--- src/rtl/parking_gate_ctrl.sv ---
// Parking lot entry gate controller with hour-dependent university reservation.
// Tracks cars in a university zone and a general zone, decides entry requests,
// holds the barrier open for a bounded time and processes exits.
module parking_gate_ctrl #(
    parameter int TOTAL_SPACE     = 700,
    parameter int INIT_UNI_SPACE  = 500,
    parameter int FINAL_UNI_SPACE = 200,
    parameter int STEP            = 50,
    parameter int OPEN_HOUR       = 8,
    parameter int RAMP_HOUR       = 13,
    parameter int CNT_W           = 10,
    parameter int GATE_TIMEOUT    = 16
) (
    input  logic             clk,
    input  logic             rst_n,
    input  logic [5:0]       hour,
    input  logic             entry_req,
    input  logic             entry_is_uni,
    input  logic             entry_passed,
    input  logic             exit_pulse,
    input  logic             exit_is_uni,
    output logic             entry_ack,
    output logic             entry_granted,
    output logic             gate_open,
    output logic [CNT_W-1:0] uni_parked,
    output logic [CNT_W-1:0] gen_parked,
    output logic [CNT_W-1:0] uni_free,
    output logic [CNT_W-1:0] gen_free,
    output logic             lot_closed,
    output logic [15:0]      deny_cnt,
    output logic             exit_err
);

    localparam int TMR_W = $clog2(GATE_TIMEOUT + 1);

    typedef enum logic {S_IDLE, S_OPEN} state_t;

    state_t           state_q, state_d;
    logic [TMR_W-1:0] timer_q, timer_d;
    logic             zone_uni_q, zone_uni_d;
    logic             gate_open_q, gate_open_d;
    logic             ack_q, ack_d;
    logic             granted_q, granted_d;
    logic             exit_err_q, exit_err_d;
    logic [15:0]      deny_cnt_q, deny_cnt_d;
    logic [CNT_W-1:0] uni_parked_q, uni_parked_d;
    logic [CNT_W-1:0] gen_parked_q, gen_parked_d;
    logic [CNT_W-1:0] uni_free_q, uni_free_d;
    logic [CNT_W-1:0] gen_free_q, gen_free_d;
    logic [CNT_W-1:0] uni_cap_q, uni_cap_d;
    logic             lot_closed_q, lot_closed_d;

    logic             commit;       // car cleared the gate this cycle
    logic [CNT_W:0]   total_q;
    logic             room_q;

    assign total_q = {1'b0, uni_parked_q} + {1'b0, gen_parked_q};
    assign room_q  = total_q < (CNT_W+1)'(TOTAL_SPACE);

    // Reservation size and open-window flag from the current hour
    always_comb begin
        int hr;
        int dec;
        hr           = int'(hour);
        dec          = 0;
        uni_cap_d    = CNT_W'(FINAL_UNI_SPACE);
        lot_closed_d = (hr < OPEN_HOUR) || (hr > 23);
        if (hr >= OPEN_HOUR && hr < RAMP_HOUR) begin
            uni_cap_d = CNT_W'(INIT_UNI_SPACE);
        end else if (hr >= RAMP_HOUR && hr <= 23) begin
            dec = STEP * (hr - RAMP_HOUR + 1);
            if (INIT_UNI_SPACE - dec > FINAL_UNI_SPACE)
                uni_cap_d = CNT_W'(INIT_UNI_SPACE - dec);
        end
    end

    // Entry FSM: decide in IDLE, hold the barrier in OPEN until pass or timeout.
    // The cycle showing entry_ack is skipped so a still-held request is not
    // decided twice after a deny.
    always_comb begin
        state_d     = state_q;
        timer_d     = timer_q;
        zone_uni_d  = zone_uni_q;
        gate_open_d = gate_open_q;
        ack_d       = 1'b0;
        granted_d   = 1'b0;
        deny_cnt_d  = deny_cnt_q;
        commit      = 1'b0;
        case (state_q)
            S_IDLE: begin
                if (entry_req && !ack_q) begin
                    ack_d = 1'b1;
                    if (!lot_closed_q && room_q && entry_is_uni && uni_free_q != '0) begin
                        granted_d  = 1'b1;
                        zone_uni_d = 1'b1;
                    end else if (!lot_closed_q && room_q && gen_free_q != '0) begin
                        granted_d  = 1'b1;
                        zone_uni_d = 1'b0;
                    end
                    if (granted_d) begin
                        state_d     = S_OPEN;
                        timer_d     = TMR_W'(GATE_TIMEOUT);
                        gate_open_d = 1'b1;
                    end else if (deny_cnt_q != 16'hFFFF) begin
                        deny_cnt_d = deny_cnt_q + 16'd1;
                    end
                end
            end
            S_OPEN: begin
                if (entry_passed) begin
                    commit      = 1'b1;
                    state_d     = S_IDLE;
                    gate_open_d = 1'b0;
                end else if (timer_q <= TMR_W'(1)) begin
                    state_d     = S_IDLE;
                    gate_open_d = 1'b0;
                    timer_d     = '0;
                end else begin
                    timer_d = timer_q - TMR_W'(1);
                end
            end
            default: begin
                state_d     = S_IDLE;
                gate_open_d = 1'b0;
            end
        endcase
    end

    // Occupancy update: reclassify excess uni cars, then exit, then entry
    always_comb begin
        logic [CNT_W-1:0] uni_r, gen_r;
        logic [CNT_W-1:0] gen_cap;
        uni_r      = uni_parked_q;
        gen_r      = gen_parked_q;
        exit_err_d = 1'b0;
        if (uni_parked_q > uni_cap_q) begin
            uni_r = uni_cap_q;
            gen_r = gen_parked_q + (uni_parked_q - uni_cap_q);
        end
        if (exit_pulse) begin
            if (exit_is_uni && uni_r != '0)
                uni_r = uni_r - CNT_W'(1);
            else if (gen_r != '0)
                gen_r = gen_r - CNT_W'(1);
            else
                exit_err_d = 1'b1;
        end
        // Grants already require a free slot; the total guard only keeps
        // the counts from ever exceeding lot capacity.
        if (commit && ({1'b0, uni_r} + {1'b0, gen_r}) < (CNT_W+1)'(TOTAL_SPACE)) begin
            if (zone_uni_q) uni_r = uni_r + CNT_W'(1);
            else            gen_r = gen_r + CNT_W'(1);
        end
        uni_parked_d = uni_r;
        gen_parked_d = gen_r;
        // Free counts follow the values being registered this edge
        gen_cap    = CNT_W'(TOTAL_SPACE) - uni_cap_d;
        uni_free_d = (uni_cap_d > uni_r) ? uni_cap_d - uni_r : '0;
        gen_free_d = (gen_cap > gen_r) ? gen_cap - gen_r : '0;
    end

    // State registers
    always_ff @(posedge clk or negedge rst_n) begin
        if (!rst_n) begin
            state_q      <= S_IDLE;
            timer_q      <= '0;
            zone_uni_q   <= 1'b0;
            gate_open_q  <= 1'b0;
            ack_q        <= 1'b0;
            granted_q    <= 1'b0;
            exit_err_q   <= 1'b0;
            deny_cnt_q   <= '0;
            uni_parked_q <= '0;
            gen_parked_q <= '0;
            uni_cap_q    <= CNT_W'(INIT_UNI_SPACE);
            uni_free_q   <= CNT_W'(INIT_UNI_SPACE);
            gen_free_q   <= CNT_W'(TOTAL_SPACE - INIT_UNI_SPACE);
            lot_closed_q <= 1'b0;
        end else begin
            state_q      <= state_d;
            timer_q      <= timer_d;
            zone_uni_q   <= zone_uni_d;
            gate_open_q  <= gate_open_d;
            ack_q        <= ack_d;
            granted_q    <= granted_d;
            exit_err_q   <= exit_err_d;
            deny_cnt_q   <= deny_cnt_d;
            uni_parked_q <= uni_parked_d;
            gen_parked_q <= gen_parked_d;
            uni_cap_q    <= uni_cap_d;
            uni_free_q   <= uni_free_d;
            gen_free_q   <= gen_free_d;
            lot_closed_q <= lot_closed_d;
        end
    end

    assign entry_ack     = ack_q;
    assign entry_granted = granted_q;
    assign gate_open     = gate_open_q;
    assign uni_parked    = uni_parked_q;
    assign gen_parked    = gen_parked_q;
    assign uni_free      = uni_free_q;
    assign gen_free      = gen_free_q;
    assign lot_closed    = lot_closed_q;
    assign deny_cnt      = deny_cnt_q;
    assign exit_err      = exit_err_q;

endmodule

--- config.mk ---
export PLATFORM = sky130hd
export DESIGN_NAME = parking_gate_ctrl
export DESIGN_NICKNAME = d
export VERILOG_FILES = /design/src/rtl/parking_gate_ctrl.sv
export SDC_FILE = /design/constraint.sdc
export NUM_CORES = 1
export LEC_CHECK = 0
export CORE_ASPECT_RATIO = 2
export CORE_MARGIN = 1.5
export CORE_UTILIZATION = 30
export DETAILED_ROUTE_END_ITERATION = 12
export GPL_ROUTABILITY_DRIVEN = 0
export SETUP_SLACK_MARGIN = 0.5
export SLEW_MARGIN = 10
export SYNTH_ARGS = -nofsm -noshare
export SYNTH_HDL_FRONTEND = slang
export SYNTH_SLANG_ARGS = --single-unit
--- constraint.sdc ---
create_clock -name clk -period 13.2 [get_ports clk]
set_input_delay 3.3 -clock clk [delete_from_list [all_inputs] [get_ports clk]]
set_output_delay 3.3 -clock clk [all_outputs]
set_load 0.005 [all_outputs]
==> reports/metrics.cfg <==
[critical_path]
path_common_cell=ha_1
endpoint_kind=flip-flop
critical-path-top-delay-family=compound AO/OA/AOI/OAI gates
crit_required_ns=13.44
start_kind=input port
crit_slowest_cell=a2111oi_0
arrival_ns=11.99
cp.depth=35
worst-path-max-fanout=10
path_class=in -> reg
cpPeakStageDelay_ns=0.81
r2r_cells=40
path_buf_inv=5

[floorplanning]
fp.dieH_um=233
die_area_sq_um=27400
die_x_um=118
io_pins=74
initial_core_util_pct=30.3
rows=84
core_area_sq_um=26200

[timing]
hold_viol=0
clock.fmax_ghz=0.0851
maxSlewViolCount=0
final.period_utilization_pct=89.1
fin_tns_setup_ns=0
relSlewSlack_pct=30.7
rsz0062_at_grt=no
tightest_slew_ns=1.03
finClkSkew_ns=0.00719
period_needed_ns=11.76
setup_viol=0

[final_layout]
multi_input_area_sq_um=5560
final_util_pct=35.8
fillerInstances=2662
nets=1104
seqCellArea_sq_um=1950
antenna_cells=0
drive_above_1_share_pct=7.20
syn_to_final_growth_pct=18.5

[yosys]
synth_top_area_share_pct=19.6
yosysSeqAreaShare_pct=24.6
avgSynthCellArea_sq_um=8.73
synth_edf_count=0
synth.area.top_cells=dfrtp_1, ha_1, xnor2_1, xor2_1, dfstp_2
yosysTopAreaCell=dfrtp_1
ys_warn_count=0
ys_async_sr_fraction_pct=100
synth-main-ff-cell=dfrtp_1
synth.distinct_cells=77
syn_area_sq_um=7920
synth_nets=1030
synth-seq-cells=77
syn_inst=907

[cts]
path_clk_slew_ns=0.06
ctsRootBufferMaster=clkbuf_16
cts_buffer_depth=2
clk_latency_ns=0.35
cts.sinks=77
ctsHoldBuffers=0
cts_tree=built
postCtsSetupRepairBufs=0
cts_buffers=9
cts-resized-gates=0
htree_levels=3

[global_route]
grt_max_degree=78
grt_pass1_vias=7018
antenna_found_initial=0
grt_pass1_wl_mm=36.2
grt.total_usage_pct=17.0
grt_overflow=0

[place]
io_buffers=73
dp_hpwl_mm=19.3

[drt]
wl_per_cell_um=17.2
antenna_left=0
postRouteWirelength_mm=22.9
vias=6704
viasPerCell=5.04
dr.first_iter.drc_count=272
drtPass1Iterations=5
drc=0

[job]
maxCapViolations=0

[min_path]
whs_path_depth=1
hold_class=reg -> reg

[status]
status=finished, final reports clean

-- cells in the final DEF (no fill, tap or decap), drive strengths merged, types with 16 or more instances in the layout --
cell and n:
nand3 24, clkdlybuf4s50 71, xnor2 61, inv 97, nand2 57, xor2 48
nor3 27, nand2b 16, a21oi 54, ha 96, nor2 69, o21ai 36
dfrtp 62, a21o 19, mux2i 16
-- layer usage --
metal,track usage [%],up-vias,routed length (um)
met5,0,-,0
met4,13.6,0,1880
met3,1.74,61,425
met2,34.7,103,13100
met1,14.5,3206,7490
li1,-,3334,-
-- through the flow --
step                      cells  hold WS, ns  setup WS [ns]  instance area (sq um)
after floorplan             907        0.480           1.89                   7920
after global placement     1314        0.489          0.940                   9050
after detailed placement   1314        0.497          0.683                   9050
after CTS                  1330        0.507          0.978                   9370
after global routing       1330        0.531          0.703                   9380
final                      1330        0.504           1.44                   9380
-- synthesized netlist by cell type (3+ instances only) --
master,count
a31oi_4,4
nand2_1,57
and2_1,12
nor2b_1,13
a31oi_1,7
o31ai_1,4
a21o_1,19
xor2_1,48
mux2i_1,13
o21a_1,9
o211ai_1,6
nor3_1,26
inv_1,97
clkbuf_1,10
nand3b_1,6
or4_1,9
or3b_2,3
nand4_1,15
nand3_1,24
nor3b_1,9
o21bai_1,7
a2111oi_0,3
fa_1,14
and4_1,5
or3_1,4
xnor2_1,60
nor2_1,68
dfrtp_1,62
and3_1,12
mux2i_2,3
o21ai_0,31
or2_2,3
a21oi_1,53
ha_1,96
o22ai_1,5
dfstp_2,15
a211o_1,3
o21ai_2,3
nand2b_1,16
-- worst register-to-register path, delay by kind of cell, from the launching register on --
family          cells  cell delay, ns
flops               1            0.53
buf+inv             1            0.07
compound gates     15            4.06
xor+xnor            2            0.32
mux                 2            0.53
fa+ha+maj           4            1.45
simple gates       16            3.17
-- cell type report --
type	count	share of cell area [%]
well taps	344	4.59
clock inverters	6	0.920
multi-input cells	720	59.3
repair buffers	75	7.95
flip-flops and latches	77	20.7
clock buffers	10	2.55
inverters	98	3.93
-- final timing paths --
kind | from | endpoint | slack, ns
worst max register to register | uni_parked[9]$_DFF_PN0_ | uni_free[3]$_DFF_PN0_ | 2.92
min in group asynchronous | rst_n | deny_cnt[10]$_DFFE_PN0P_ | 3.09
max in group asynchronous | rst_n | uni_free[1]$_DFF_PN0_ | 9.46
worst min register to register | deny_cnt[10]$_DFFE_PN0P_ | deny_cnt[10]$_DFFE_PN0P_ | 0.50
worst max-delay path | hour[1] | gen_free[1]$_DFF_PN0_ | 1.44
worst min-delay path | deny_cnt[10]$_DFFE_PN0P_ | deny_cnt[10]$_DFFE_PN0P_ | 0.50
-- cell families after synthesis --
family          Yosys count  synth area share (%)
compound gates          188                  17.1
xor+xnor                109                  12.3
fa+ha+maj               110                  18.7
buf+inv                 110                  5.25
flops                    77                  24.6
mux                      19                  2.59
simple gates            294                  19.5
-- flip-flops by register name, summed over array words and instances, names as in the netlist --
signal / count
state_q: 1
gate_open: 1
entry_granted: 1
deny_cnt: 16
timer_q: 5
uni_cap_q: 9
zone_uni_q: 1
gen_parked: 10
exit_err: 1
gen_free: 10
uni_free: 10
uni_parked: 10
lot_closed: 1
entry_ack: 1
Power is left out: the tool's default activity adds up to more than one toggle a clock period on the data nets, which glitch-free logic cannot reach.
